===== src/rtl/led_pattern_gen.sv =====
`default_nettype none
// ============================================================================
// led_pattern_gen : prescaled LED pattern generator (count, scan, breathe)
// Rev 1.0
// ============================================================================
module led_pattern_gen #(
  parameter int WIDTH   = 8,
  parameter int PRESC_W = 20,
  parameter int PWM_W   = 8
) (
  input  logic             CLK,
  input  logic             RST_N,
  input  logic             RUN,
  input  logic [1:0]       MODE,
  output logic [WIDTH-1:0] D,
  output logic             TICK,
  output logic             CLK_EN
);

  localparam int POS_W = $clog2(WIDTH);

  localparam logic [1:0] c_MODE_DOWN = 2'b00;
  localparam logic [1:0] c_MODE_UP   = 2'b01;
  localparam logic [1:0] c_MODE_SCAN = 2'b10;

  localparam logic [POS_W-1:0] c_POS_MAX  = POS_W'(WIDTH - 1);
  localparam logic [POS_W-1:0] c_POS_TURN = POS_W'(WIDTH - 2);

  typedef enum logic {
    DIR_UP   = 1'b0,
    DIR_DOWN = 1'b1
  } dir_t;

  logic [PRESC_W-1:0] r_presc;
  logic [1:0]         r_mode;
  logic [WIDTH-1:0]   r_cnt;
  logic [POS_W-1:0]   r_pos;
  dir_t               r_dir;
  logic [PWM_W-1:0]   r_duty;
  dir_t               r_duty_dir;
  logic [PWM_W-1:0]   r_phase;

  logic             w_tick;
  logic             w_mode_chg;
  logic             w_pwm_on;
  logic [WIDTH-1:0] w_d_next;

  assign w_tick     = RUN && (r_presc == '1);
  assign w_mode_chg = (r_mode != MODE);
  assign w_pwm_on   = (r_phase < r_duty);

  always_comb begin
    w_d_next = '0;
    case (r_mode)
      c_MODE_DOWN, c_MODE_UP: w_d_next = r_cnt;
      c_MODE_SCAN:            w_d_next[r_pos] = 1'b1;
      default:                w_d_next = {WIDTH{w_pwm_on}};
    endcase
  end

  always_ff @(posedge CLK or negedge RST_N) begin
    if (!RST_N) begin
      r_presc    <= '0;
      r_mode     <= c_MODE_DOWN;
      r_cnt      <= '0;
      r_pos      <= '0;
      r_dir      <= DIR_UP;
      r_duty     <= '0;
      r_duty_dir <= DIR_UP;
      r_phase    <= '0;
      D          <= '0;
      TICK       <= 1'b0;
      CLK_EN     <= 1'b0;
    end else begin
      CLK_EN <= 1'b1;
      TICK   <= w_tick;
      r_mode <= MODE;
      D      <= w_d_next;
      if (RUN) begin
        r_presc <= r_presc + PRESC_W'(1);
      end

      // A mode switch restarts the pattern and swallows a coincident tick.
      if (w_mode_chg) begin
        r_cnt      <= '0;
        r_pos      <= '0;
        r_dir      <= DIR_UP;
        r_duty     <= '0;
        r_duty_dir <= DIR_UP;
        r_phase    <= '0;
      end else begin
        if (RUN) begin
          r_phase <= r_phase + PWM_W'(1);
        end
        if (w_tick) begin
          case (r_mode)
            c_MODE_DOWN: r_cnt <= r_cnt - WIDTH'(1);
            c_MODE_UP:   r_cnt <= r_cnt + WIDTH'(1);
            c_MODE_SCAN: begin
              if (r_dir == DIR_UP) begin
                if (r_pos == c_POS_MAX) begin
                  r_pos <= c_POS_TURN;
                  r_dir <= DIR_DOWN;
                end else begin
                  r_pos <= r_pos + POS_W'(1);
                end
              end else begin
                if (r_pos == '0) begin
                  r_pos <= POS_W'(1);
                  r_dir <= DIR_UP;
                end else begin
                  r_pos <= r_pos - POS_W'(1);
                end
              end
            end
            default: begin
              if (r_duty_dir == DIR_UP) begin
                if (r_duty == '1) begin
                  r_duty     <= r_duty - PWM_W'(1);
                  r_duty_dir <= DIR_DOWN;
                end else begin
                  r_duty <= r_duty + PWM_W'(1);
                end
              end else begin
                if (r_duty == '0) begin
                  r_duty     <= PWM_W'(1);
                  r_duty_dir <= DIR_UP;
                end else begin
                  r_duty <= r_duty - PWM_W'(1);
                end
              end
            end
          endcase
        end
      end
    end
  end

endmodule
`default_nettype wire


===== config.mk =====
export PLATFORM = sky130hd
export DESIGN_NAME = led_pattern_gen
export DESIGN_NICKNAME = d
export VERILOG_FILES = /design/src/rtl/led_pattern_gen.sv
export SDC_FILE = /design/constraint.sdc
export NUM_CORES = 1
export LEC_CHECK = 0
export BUFFER_PORTS_ARGS = -buffer_cell sky130_fd_sc_hd__buf_2
export CORE_MARGIN = 4
export CORE_UTILIZATION = 50
export CTS_BUF_LIST = sky130_fd_sc_hd__clkbuf_16
export CTS_CLUSTER_DIAMETER = 150
export CTS_CLUSTER_SIZE = 10
export DETAILED_ROUTE_END_ITERATION = 10
export PLACE_DENSITY = 0.69
export SLEW_MARGIN = 20
export SYNTH_ARGS = -nofsm -noshare
export SYNTH_HDL_FRONTEND = slang
export SYNTH_SLANG_ARGS = --single-unit

===== constraint.sdc =====
create_clock -name CLK -period 2.6 [get_ports CLK]
set_clock_uncertainty 0.05 [all_clocks]
set_input_delay 0.39 -clock CLK [delete_from_list [all_inputs] [get_ports CLK]]
set_output_delay 0.39 -clock CLK [all_outputs]
set_load 0.01 [all_outputs]

# Yosys cells after proc, flatten, opt, wreduce, memory -nomap -nowiden

Cells that the tools add are included.

Memory bits (writable): 0
Memory bits (read-only): 0
Latch bits: 0
Memories: 0
Word-level logic and storage cells: 75
Flip-flop bits (word level): 61

Equal/unequal tests: 7
Reductions and logical operators: 14
$lt $le $gt $ge: 3
Add/sub/neg operators: 8
Bitwise gates (word level): 0
Multiply operators: 0
Shifts and indexed selects: 0
Mux-type cells: 32
Div/mod/pow operators: 0

Operators by type and width:

| kind                  | count |
|---|---|
| $mux 8                | 10 |
| $pmux 8 s2            | 2 |
| $add 8x1->8 const B   | 3 |
| $add 20x1->20 const B | 1 |
| $eq 20x20->1 const B  | 1 |
| $mux 3                | 6 |
| $sub 8x1->8 const B   | 2 |
| $mux 1                | 13 |
| $eq 8x8->1 const B    | 1 |
| $logic_not 8->1       | 1 |
| $lt 8x8->1            | 1 |
| $reduce_and 2->1      | 3 |
| $reduce_bool 2->1     | 3 |
| $lt 3x4->1 const B    | 1 |
| $add 3x1->3 const B   | 1 |
| $demux 1 s3           | 1 |
| $eq 3x3->1 const B    | 1 |
| $ge 3x1->1 const B    | 1 |
| $logic_not 3->1       | 1 |
| $reduce_bool 3->1     | 1 |
| $reduce_or 3->1       | 1 |
| $sub 3x1->3 const B   | 1 |
| $eq 2x1->1 const B    | 1 |
| $eq 2x2->1 const B    | 1 |
| 5 further kinds       | 6 |

# Logic depth before layout (Yosys ltp)

Gate-level depths: netlist of run 1.

Word-level depth: 6
Gate-level depth with buffers: 9
Gate-level depth less buffers: 9

# Least setup slack after synthesis of run 1

No wires, ideal clock.

Path type: register to register
Start: register r_mode[1]
End: register r_cnt[7]
Cell stages (with the launch flop): 10
Clock period less this slack: 2515 ps
Arrival: 2388 ps
Setup time: 77 ps
Setup slack: 85 ps
Required time: 2473 ps
Cells stage by stage: dfrtp_1 -> nor2b_4 -> inv_1 -> ha_1 -> or2_2 -> a21oi_2 -> nor3_1 -> or4_4 -> a211o_1 -> o21ai_1

Cells in the longest elaborated chain, start to end: 4

RTL lines:

| item                                          | line | source |
|---|---|---|
| start: declaration                            | 35   | `logic [1:0] r_mode;` |
| start signal: assignment                      | 64   | `r_mode <= c_MODE_DOWN;` |
| $eq 2x1->1 or $logic_not 2->1 (tied branches) | 96   | `case (r_mode)` |
| $pmux 8 s2                                    | 96   |  |
| $mux 8                                        | 95   | `if (w_tick) begin` |
| $mux 8                                        | 84   | `if (w_mode_chg) begin` |
| end signal: assignment                        | 97   | `c_MODE_DOWN: r_cnt <= r_cnt - WIDTH'(1);` |
| end signal: assignment                        | 98   | `c_MODE_UP: r_cnt <= r_cnt + WIDTH'(1);` |
| end: declaration                              | 36   | `logic [WIDTH-1:0] r_cnt;` |

Several ways; a longest one is shown, not always the timed one. The select of a mux whose other input is x is not followed.
A chain may end at the register's enable or synchronous reset.

# Worst setup path after layout of run 1

Start: register r_mode[0]
End: register r_cnt[7]

The elaborated chain is that of the path after synthesis.

==> impl_metrics.json, run 1 <==
{
  "track_usage_pct": 18.0,
  "yosysMostFrequentCell": "dfrtp_1",
  "critPathMaxStageDelay_ns": 0.48,
  "timing.critical_path.buf_inv": 1,
  "dpl.hpwl_um": 4750,
  "core_region_area_um2": 6460,
  "r2r_end": "r_cnt[7]",
  "synthCells": 350,
  "diodes": 0,
  "design.die.area_um2": 8150,
  "yosysSeqAreaShare_pct": 45.1,
  "maxCapViolCount": 0,
  "finalCritPeriodShare_pct": 93.6,
  "cts_tree": "built",
  "layout-area-overhead-vs-synth_pct": 14.5,
  "regToRegSetupSlack_ns": 0.17,
  "worst_slew_pin_slew_ns": 0.663,
  "pin_count": 15,
  "nets": 400,
  "leakage_nw": 1.74,
  "io_buffers": 14,
  "routed_wl_um": 6690,
  "cts_root_buffer": "clkbuf_16",
  "synth_edf_count": 0,
  "wl_per_cell_um": 14.7,
  "ys.flop_type": "dfrtp_1",
  "timing.slew.headroom_pct": 55.8,
  "synth.avg_cell_area_um2": 9.68,
  "die_height_um": 90.3,
  "powerDensity_nw_per_um2": 631,
  "fin_crit_ns": 2.43,
  "synth.yosys.warnings": 0,
  "max_freq_ghz": 0.411,
  "hp-start": "MODE[0]",
  "hold_path.class": "input pin to flop",
  "rows": 29,
  "r2r_cells": 9,
  "antenna_found_initial": 0,
  "clockBufferDepth": 2,
  "drt_iter0_markers": 127,
  "finalSetupViolations": 0,
  "rsz0062_at_grt": "no",
  "drive_gt1_share_pct": 12.9,
  "route.detailed.drc": 0,
  "async_flop_share_pct": 100,
  "critPathLaunchType": "flop",
  "die_x_um": 90.3,
  "worstPathRequired_ns": 2.80,
  "grt_max_degree": 25,
  "synth_nets": 376,
  "synthTopCellsByCount": "61 x dfrtp_1, 37 x nand2_1, 33 x nor2_1, 21 x ha_1, 18 x inv_1",
  "ant_nets": 0,
  "cts-htree-levels": 3,
  "stdcell_area_um2": 3880,
  "grt_pass1_vias": 2623,
  "place_area_um2": 3560,
  "synth_top_area_share_pct": 45.1,
  "end_kind": "flop",
  "tns_ns": 0,
  "cts.sinks": 61,
  "slowest_stage": "or4_4",
  "min_delay_path_depth": 1,
  "vias_per_cell": 5.71,
  "cp.arrival_ns": 2.64,
  "cts_buffers": 9,
  "cts.clk_slew.worst_paths_ns": 0.05,
  "ys_types": 55,
  "status": "complete, no violations",
  "crit_family": "simple AND/OR/NAND/NOR gates",
  "vias": 2603,
  "fin_hold_ws_ns": 0.168,
  "hold_violations": 0,
  "start_util_pct": 52.4,
  "place_congestion": 0.869,
  "hold_end": "r_mode[0]",
  "critPathKind": "flop to flop",
  "ir_drop_mv": 0.343,
  "worstSkewPairLatency_ns": 0.33,
  "cp_max_fo": 6,
  "grt_pass1_wl_um": 12000,
  "firstDrtPassIters": 6,
  "overflow": 0,
  "ys_seq_elements": 61,
  "syn_area_um2": 3390,
  "fill_cells": 562,
  "synth_largest_area_cell": "dfrtp_1",
  "r2r-start": "r_mode[0]",
  "synth.area.top_cells": "dfrtp_1 45%, ha_1 7.8%, xor2_1 4.4%, xnor2_1 4.1%, nand2_1 4.1%",
  "path_cells": "nor2b_4 > inv_1 > ha_4 > or2_2 > a21oi_2 > nor3_1 > or4_4 > a211o_1 > o21ai_1",
  "slew_viol_final": 0
}
## per-layer routing
| metal | vias to the layer above | global-route usage [%] | share of wire [%] |
|---|---|---|---|
| li1 | 1290 | - | - |
| met1 | 1265 | 23.6 | 49 |
| met4 | 0 | 6.51 | 1.5 |
| met3 | 13 | 5.33 | 2.8 |
| met5 | - | 0 | 0 |
| met2 | 35 | 28.4 | 47 |
## final cells by class
cell class | instances | area [um2] | area share (%)
Tap cell | 77 | 96.3 | 2.48
Clock inverter | 7 | 66.3 | 1.71
Inverter | 19 | 71.3 | 1.84
Timing Repair Buffer | 21 | 125 | 3.23
Multi-Input combinational cell | 262 | 1770 | 45.6
Clock buffer | 9 | 225 | 5.81
Sequential cell | 61 | 1530 | 39.4
## metrics by stage
| stage | power (mW) | util, % | std cells | worst slack (ns) |
|---|---|---|---|---|
| final | 2.45 | 60.1 | 456 | 0.168 |
| after global routing | 2.55 | 60.1 | 456 | 0.00754 |
| after CTS | 2.47 | 59.9 | 456 | 0.105 |
| after detailed placement | 1.28 | 55.2 | 439 | 0.112 |
| after global placement | 1.27 | 55.2 | 439 | 0.159 |
| after floorplan | 1.21 | - | 350 | 0.0855 |
## cells in the final DEF (no fill, tap or decap), drive strengths merged, types with 3 or more instances in the layout
cell and n:
nor4 4, nand2b 8, nor3b 4, o221ai 6
a31oi 3, buf 20, a21o 5, nor2b 3
nand4 10, a21oi 12, nor3 8, xor2 17
xnor2 16, o31ai 4, clkbuf 9, o21ai 17
nand2 38, inv 19, nor2 33, or3 3
dfrtp 61, clkinv 3, a22o 4, clkinvlp 3
a211oi 5, nand3 13, o22ai 3, ha 21
## repair_timing
item | CTS | global route
endpoints found under the hold margin | 18 | 0
setup endpoints to repair | 0 | 1
gates resized for setup | 0 | 1
hold buffers | 1 | 0
buffers inserted | 0 | 0
## sequential cells by signal, summed over array words and instances, names as in the netlist
register and flops:
r_presc 20, D 8, r_cnt 8, r_duty 8, r_phase 8, r_pos 3
r_mode 2, CLK_EN 1, TICK 1, r_dir 1, r_duty_dir 1
## logic make-up (layout without fill, tap and decap cells)
| logic type | count (synthesis) | count (layout) | share of synthesized area (%) |
|---|---|---|---|
| buffers and inverters | 27 | 56 | 3.10 |
| adders and majority gates | 21 | 21 | 7.76 |
| muxes | 2 | 2 | 0.628 |
| other | 1 | 1 | 0.111 |
| AOI/OAI and AO/OA | 70 | 70 | 14.3 |
| DFF | 61 | 61 | 45.1 |
| xor gates and xnor gates | 33 | 33 | 8.53 |
| and+or+nand+nor | 135 | 135 | 20.5 |
## report_power, final
part	total, mW	switching [mW]	internal [mW]
Combinational	0.195	0.108	0.0870
Clock	1.18	0.443	0.734
Sequential	1.08	0.0671	1.01
## worst register-to-register path, cell delays in order (launching register included)
cell and delay, ns:
dfrtp_1 0.37, nor2b_4 0.13, inv_1 0.19, ha_4 0.26
or2_2 0.30, a21oi_2 0.15, nor3_1 0.07, or4_4 0.48
a211o_1 0.29, o21ai_1 0.07
## worst max-delay path by stage
stage | end | cells past startpoint | slack [ns] | from
2_1_floorplan | r_cnt[7] | 9 | 0.09 | r_mode[1]
3_3_place_gp | r_cnt[7] | 9 | 0.16 | r_mode[1]
3_5_place_dp | r_cnt[7] | 9 | 0.11 | r_mode[1]
4_1_cts | r_cnt[7] | 9 | 0.10 | r_mode[1]
5_1_grt | r_cnt[7] | 9 | 0.008 | r_mode[0]
6_report | r_cnt[7] | 9 | 0.17 | r_mode[0]
Note: power is estimated with default switching activity, not from simulation.
==> inputs of run 2 (changes only) <==
==> constraint.sdc (replaced) <==
create_clock -name CLK -period 2.6 [get_ports CLK]
set_clock_uncertainty 0.05 [all_clocks]
set_input_delay 0 -clock CLK [delete_from_list [all_inputs] [get_ports CLK]]
set_output_delay 0 -clock CLK [all_outputs]
set_load 0.01 [all_outputs]
==> run 2 against run 1 <==
Net effect: maximum frequency shrank 1.9%; register-to-register slack got worse by 0.05 ns; sequential cell count stayed put; critical path type unchanged; worst hold slack worse by 0.16 ns; global-route usage is 0.15 points lower; count of clock-buffer cells in the layout unchanged; design area shrank 0.48%; utilization fell by 0.29 points.
==> impl_metrics.json, run 2 (same netlist as run 1, synthesis figures left out) <==
{
  "regToRegSetupSlack_ns": 0.12,
  "drive_gt1_share_pct": 11.5,
  "design.die.area_um2": 8150,
  "p_sw_mw": 0.548,
  "path_cells": "nor2b_4 > inv_1 > ha_4 > or2_2 > a21oi_2 > nor3_1 > or4_4 > a211o_1 > o21ai_1",
  "start_util_pct": 52.4,
  "fin_ws_ns": 0.120,
  "dp_slack_ns": 0.103,
  "leakage_nw": 1.75,
  "largest_reg_flops": 20,
  "finalSetupViolations": 0,
  "clockPowerShare_pct": 44.0,
  "track_usage_pct": 17.9,
  "ir_drop_mv": 0.390,
  "worst_slew_pin_slew_ns": 0.777,
  "place_congestion": 0.867,
  "critPathKind": "flop to flop",
  "layout_common_cells": "61 x dfrtp_1, 37 x nand2_1, 33 x nor2_1",
  "max_freq_ghz": 0.403,
  "r2r_cells": 9,
  "io_buffers": 14,
  "maxCapViolCount": 0,
  "pin_count": 15,
  "critPathLaunchType": "flop",
  "clockBufferDepth": 2,
  "wl_per_cell_um": 14.7,
  "slew_viol_final": 0,
  "overflow": 0,
  "vias_per_cell": 5.72,
  "ant_nets": 0,
  "sequential_cell_area_um2": 1530,
  "timing.slew.headroom_pct": 48.2,
  "cts-htree-levels": 3,
  "p_seq_share_pct": 47.4,
  "rsz0062_at_grt": "no",
  "grt_pass1_wl_um": 11900,
  "rows": 29,
  "cp.arrival_ns": 2.67,
  "die_height_um": 90.3,
  "powerDensity_nw_per_um2": 587,
  "worstSkewPairLatency_ns": 0.32,
  "layout-area-overhead-vs-synth_pct": 14.0,
  "cts_tree": "built",
  "postCtsSetupBuffers": 0,
  "cts_buffers": 9,
  "cts_root_buffer": "clkbuf_16",
  "comb_power_share_pct": 8.6,
  "critPathMaxStageDelay_ns": 0.48,
  "cp_max_fo": 6,
  "cts.sinks": 61,
  "nets": 402,
  "finalCritPeriodShare_pct": 95.4,
  "drt_iter0_markers": 110,
  "hold_violations": 0,
  "swShare_pct": 24.2,
  "diodes": 0,
  "slowest_stage": "or4_4",
  "vias": 2622,
  "dpl.hpwl_um": 4850,
  "worstPathRequired_ns": 2.79,
  "firstDrtPassIters": 4,
  "status": "complete, no violations",
  "hold_path.class": "input pin to flop",
  "grt_pass1_vias": 2519,
  "tns_ns": 0,
  "antenna_found_initial": 0,
  "route.detailed.drc": 0,
  "multi_input_area_um2": 1770,
  "cts.clk_slew.worst_paths_ns": 0.05,
  "final_common_cell": "dfrtp_1",
  "die_x_um": 90.3,
  "fill_cells": 570,
  "power.internal_mw": 1.72,
  "regMostFlops": "r_presc",
  "core_region_area_um2": 6460,
  "min_delay_path_depth": 2,
  "fin_crit_ns": 2.48,
  "routed_wl_um": 6740,
  "grt_max_degree": 36,
  "end_kind": "flop"
}
[run 2: per-layer routing]
metal / share of wire [%] / up-vias / GRT usage [%]
met5: 0 / - / 0
met4: 0.93 / 0 / 5.74
met3: 3.5 / 9 / 5.08
li1: - / 1295 / -
met2: 48 / 54 / 28.6
met1: 48 / 1264 / 23.5
[run 2: critical path, delay by kind of cell (launching register included)]
family,cells,cell delay [ns]
simple gates,4,0.99
compound gates,3,0.53
flops,1,0.37
fa+ha+maj,1,0.26
buf+inv,1,0.19
[run 2: final cells by class]
class	instances	share of cell area, %
clock buffer	9	5.83
clock inverter	7	0.713
inverter	19	1.85
multi-input combinational	262	45.8
sequential	61	39.5
tap	77	2.50
timing repair buffer	23	3.76
[run 2: worst paths after layout]
check | from | end
max | r_mode[0] | r_cnt[7]
min | RUN | r_presc[0]
min reg2reg | r_presc[18] | r_presc[18]
max in group asynchronous | RST_N | D[1]
max reg2reg | r_mode[0] | r_cnt[7]
min in group asynchronous | RST_N | r_phase[3]
[run 2: repair_timing]
| action | 4_1_cts | 5_1_grt |
|---|---|---|
| resized for setup | 0 | 1 |
| setup endpoints to repair | 0 | 1 |
| endpoints found under the hold margin | 35 | 0 |
| hold buffers | 3 | 0 |
[run 2: power groups by stage]
stage / Sequential, mW / Clock [mW] / Combinational, mW
after global routing: 1.09 / 1.07 / 0.226
after global placement: 1.09 / 0 / 0.190
after CTS: 1.08 / 1.02 / 0.199
final: 1.07 / 0.997 / 0.196
after floorplan: 1.08 / 0 / 0.135
after detailed placement: 1.09 / 0 / 0.196
[run 2: metrics by stage]
step	instances	util (%)	area [um2]	hold WS, ns	power (mW)
3_5_place_dp	439	55.2	3560	0.0901	1.29
3_3_place_gp	439	55.2	3560	0.0777	1.28
2_1_floorplan	350	-	3390	-0.346	1.21
5_1_grt	458	59.8	3860	0.0302	2.38
6_report	458	59.8	3860	0.0124	2.27
4_1_cts	458	59.6	3850	0.00757	2.29
==> inputs of run 3 (changes only) <==
- GPL_TIMING_DRIVEN: unset -> 0
==> run 3 against run 2 <==
Net effect: count of clock-buffer cells in the layout did not move; final cell count rose by 0.66%; worst hold slack improved by 0.064 ns; largest power group is now clock; critical path depth did not move; combinational power barely moved.
==> impl_metrics.json, run 3 (same netlist as run 1, synthesis figures left out) <==
{
  "min_delay_path_depth": 5,
  "antenna_found_initial": 0,
  "cts_root_buffer": "clkbuf_16",
  "swShare_pct": 24.0,
  "grt_pass1_wl_um": 11500,
  "rows": 29,
  "end_kind": "flop",
  "drive_gt1_share_pct": 12.8,
  "hold_violations": 0,
  "sequential_cell_area_um2": 1530,
  "routed_wl_um": 6530,
  "worst_slew_pin_slew_ns": 0.756,
  "cp_max_fo": 6,
  "diodes": 0,
  "start_util_pct": 52.4,
  "finalCritPeriodShare_pct": 93.7,
  "route.detailed.drc": 0,
  "fin_ws_ns": 0.163,
  "track_usage_pct": 17.4,
  "grt_max_degree": 62,
  "hold_end": "r_phase[5]",
  "grt_pass1_vias": 2398,
  "p_seq_share_pct": 44.9,
  "fin_hold_ws_ns": 0.0763,
  "worstPathRequired_ns": 2.80,
  "cts_tree": "built",
  "fin_crit_ns": 2.44,
  "ir_drop_mv": 0.338,
  "cts-htree-levels": 3,
  "cp.arrival_ns": 2.64,
  "die_x_um": 90.3,
  "firstDrtPassIters": 4,
  "multi_input_area_um2": 1770,
  "cts_buffers": 9,
  "timing.slew.headroom_pct": 49.6,
  "vias": 2556,
  "finalSetupViolations": 0,
  "slowest_stage": "or4_4",
  "largest_reg_flops": 20,
  "ant_nets": 0,
  "layout-area-overhead-vs-synth_pct": 15.0,
  "layout_common_cells": "60 x dfrtp_1, 37 x nand2_1, 33 x nor2_1",
  "final_common_cell": "dfrtp_1",
  "slew_viol_final": 0,
  "place_congestion": 0.780,
  "vias_per_cell": 5.54,
  "power.internal_mw": 1.82,
  "critPathMaxStageDelay_ns": 0.48,
  "path_cells": "nor2b_4 > inv_2 > ha_4 > or2_2 > a21oi_2 > nor3_1 > or4_4 > a211o_1 > o21ai_1",
  "nets": 406,
  "leakage_nw": 1.75,
  "regToRegSetupSlack_ns": 0.16,
  "wl_per_cell_um": 14.2,
  "hp-start": "RUN",
  "fill_cells": 542,
  "pin_count": 15,
  "r2r_cells": 9,
  "die_height_um": 90.3,
  "status": "complete, no violations",
  "tns_ns": 0,
  "critPathLaunchType": "flop",
  "core_region_area_um2": 6460,
  "rsz0062_at_grt": "no",
  "dp_slack_ns": -0.103,
  "maxCapViolCount": 0,
  "clockBufferDepth": 2,
  "cts.sinks": 61,
  "regMostFlops": "r_presc",
  "max_freq_ghz": 0.410,
  "overflow": 0,
  "design.die.area_um2": 8150,
  "critPathKind": "flop to flop",
  "worstSkewPairLatency_ns": 0.33,
  "p_total_mw": 2.40,
  "r2r_end": "r_cnt[7]",
  "clockPowerShare_pct": 47.0,
  "drt_iter0_markers": 126,
  "hold_path.class": "input pin to flop",
  "io_buffers": 14,
  "p_sw_mw": 0.575,
  "powerDensity_nw_per_um2": 616,
  "r2r-start": "r_mode[1]",
  "dpl.hpwl_um": 4550,
  "comb_power_share_pct": 8.1,
  "cts.clk_slew.worst_paths_ns": 0.05
}
run 3: cell types whose count changed in the layout (fill, tap and decap cells not counted), sizes merged:
cell      previous run  this run
clkinvlp             0         1
bufinv               0         1
clkbuf               9        13
inv                 23        20
run 3: worst max path at each step:
stage                   start  cells past startpoint  endpoint  slack (ns)
global placement    r_mode[1]                      9  r_cnt[7]       -0.08
CTS                 r_mode[1]                      9  r_cnt[7]        0.09
detailed placement  r_mode[1]                      9  r_cnt[7]       -0.10
finish              r_mode[1]                      9  r_cnt[7]        0.16
global route        r_mode[1]                      9  r_cnt[7]        0.05
floorplan           r_mode[1]                      9  r_cnt[7]        0.09
run 3: critical path: cells and delay by family, from the launching register on:
kind                     cells  cell delay [ns]
AND/OR/NAND/NOR              4             1.02
AO/OA/AOI/OAI                3             0.53
flip-flops                   1             0.45
buffers and inverters        1             0.09
adder cells (fa/ha/maj)      1             0.23
run 3: through the flow:
stage	area (um2)	util (%)	std cells
after floorplan	3390	-	350
after CTS	3900	60.3	461
final	3900	60.3	461
after detailed placement	3560	55.1	441
after global placement	3550	55.0	441
after global routing	3900	60.3	461
run 3: area by class of cell:
class | count | area share [%]
Sequential cell | 61 | 39.2
Multi-Input combinational cell | 262 | 45.4
Timing Repair Buffer | 19 | 3.02
Buffer | 8 | 0.867
Inverter | 19 | 1.83
Tap cell | 77 | 2.47
Clock inverter | 6 | 1.45
Clock buffer | 9 | 5.78
run 3: timing repair:
item	CTS	global route
buffers inserted	2	0
hold buffers	3	0
resized for setup	2	1
endpoints found under the setup margin	1	1
endpoints found under the hold margin	63	0
run 3: power groups by stage:
stage,sequential (mW),combinational [mW],clock (mW)
2_1_floorplan,1.08,0.135,0
3_5_place_dp,1.09,0.193,0
3_3_place_gp,1.09,0.184,0
4_1_cts,1.07,0.199,1.15
6_report,1.08,0.195,1.13
5_1_grt,1.08,0.219,1.20
run 3: per-layer routing:
metal / global-route usage, % / up-vias / part of all wire (%)
met2: 26.8 / 54 / 47
li1: - / 1305 / -
met3: 6.17 / 6 / 4.6
met1: 23.3 / 1191 / 48
met5: 0 / - / 0
met4: 4.59 / 0 / 0.80
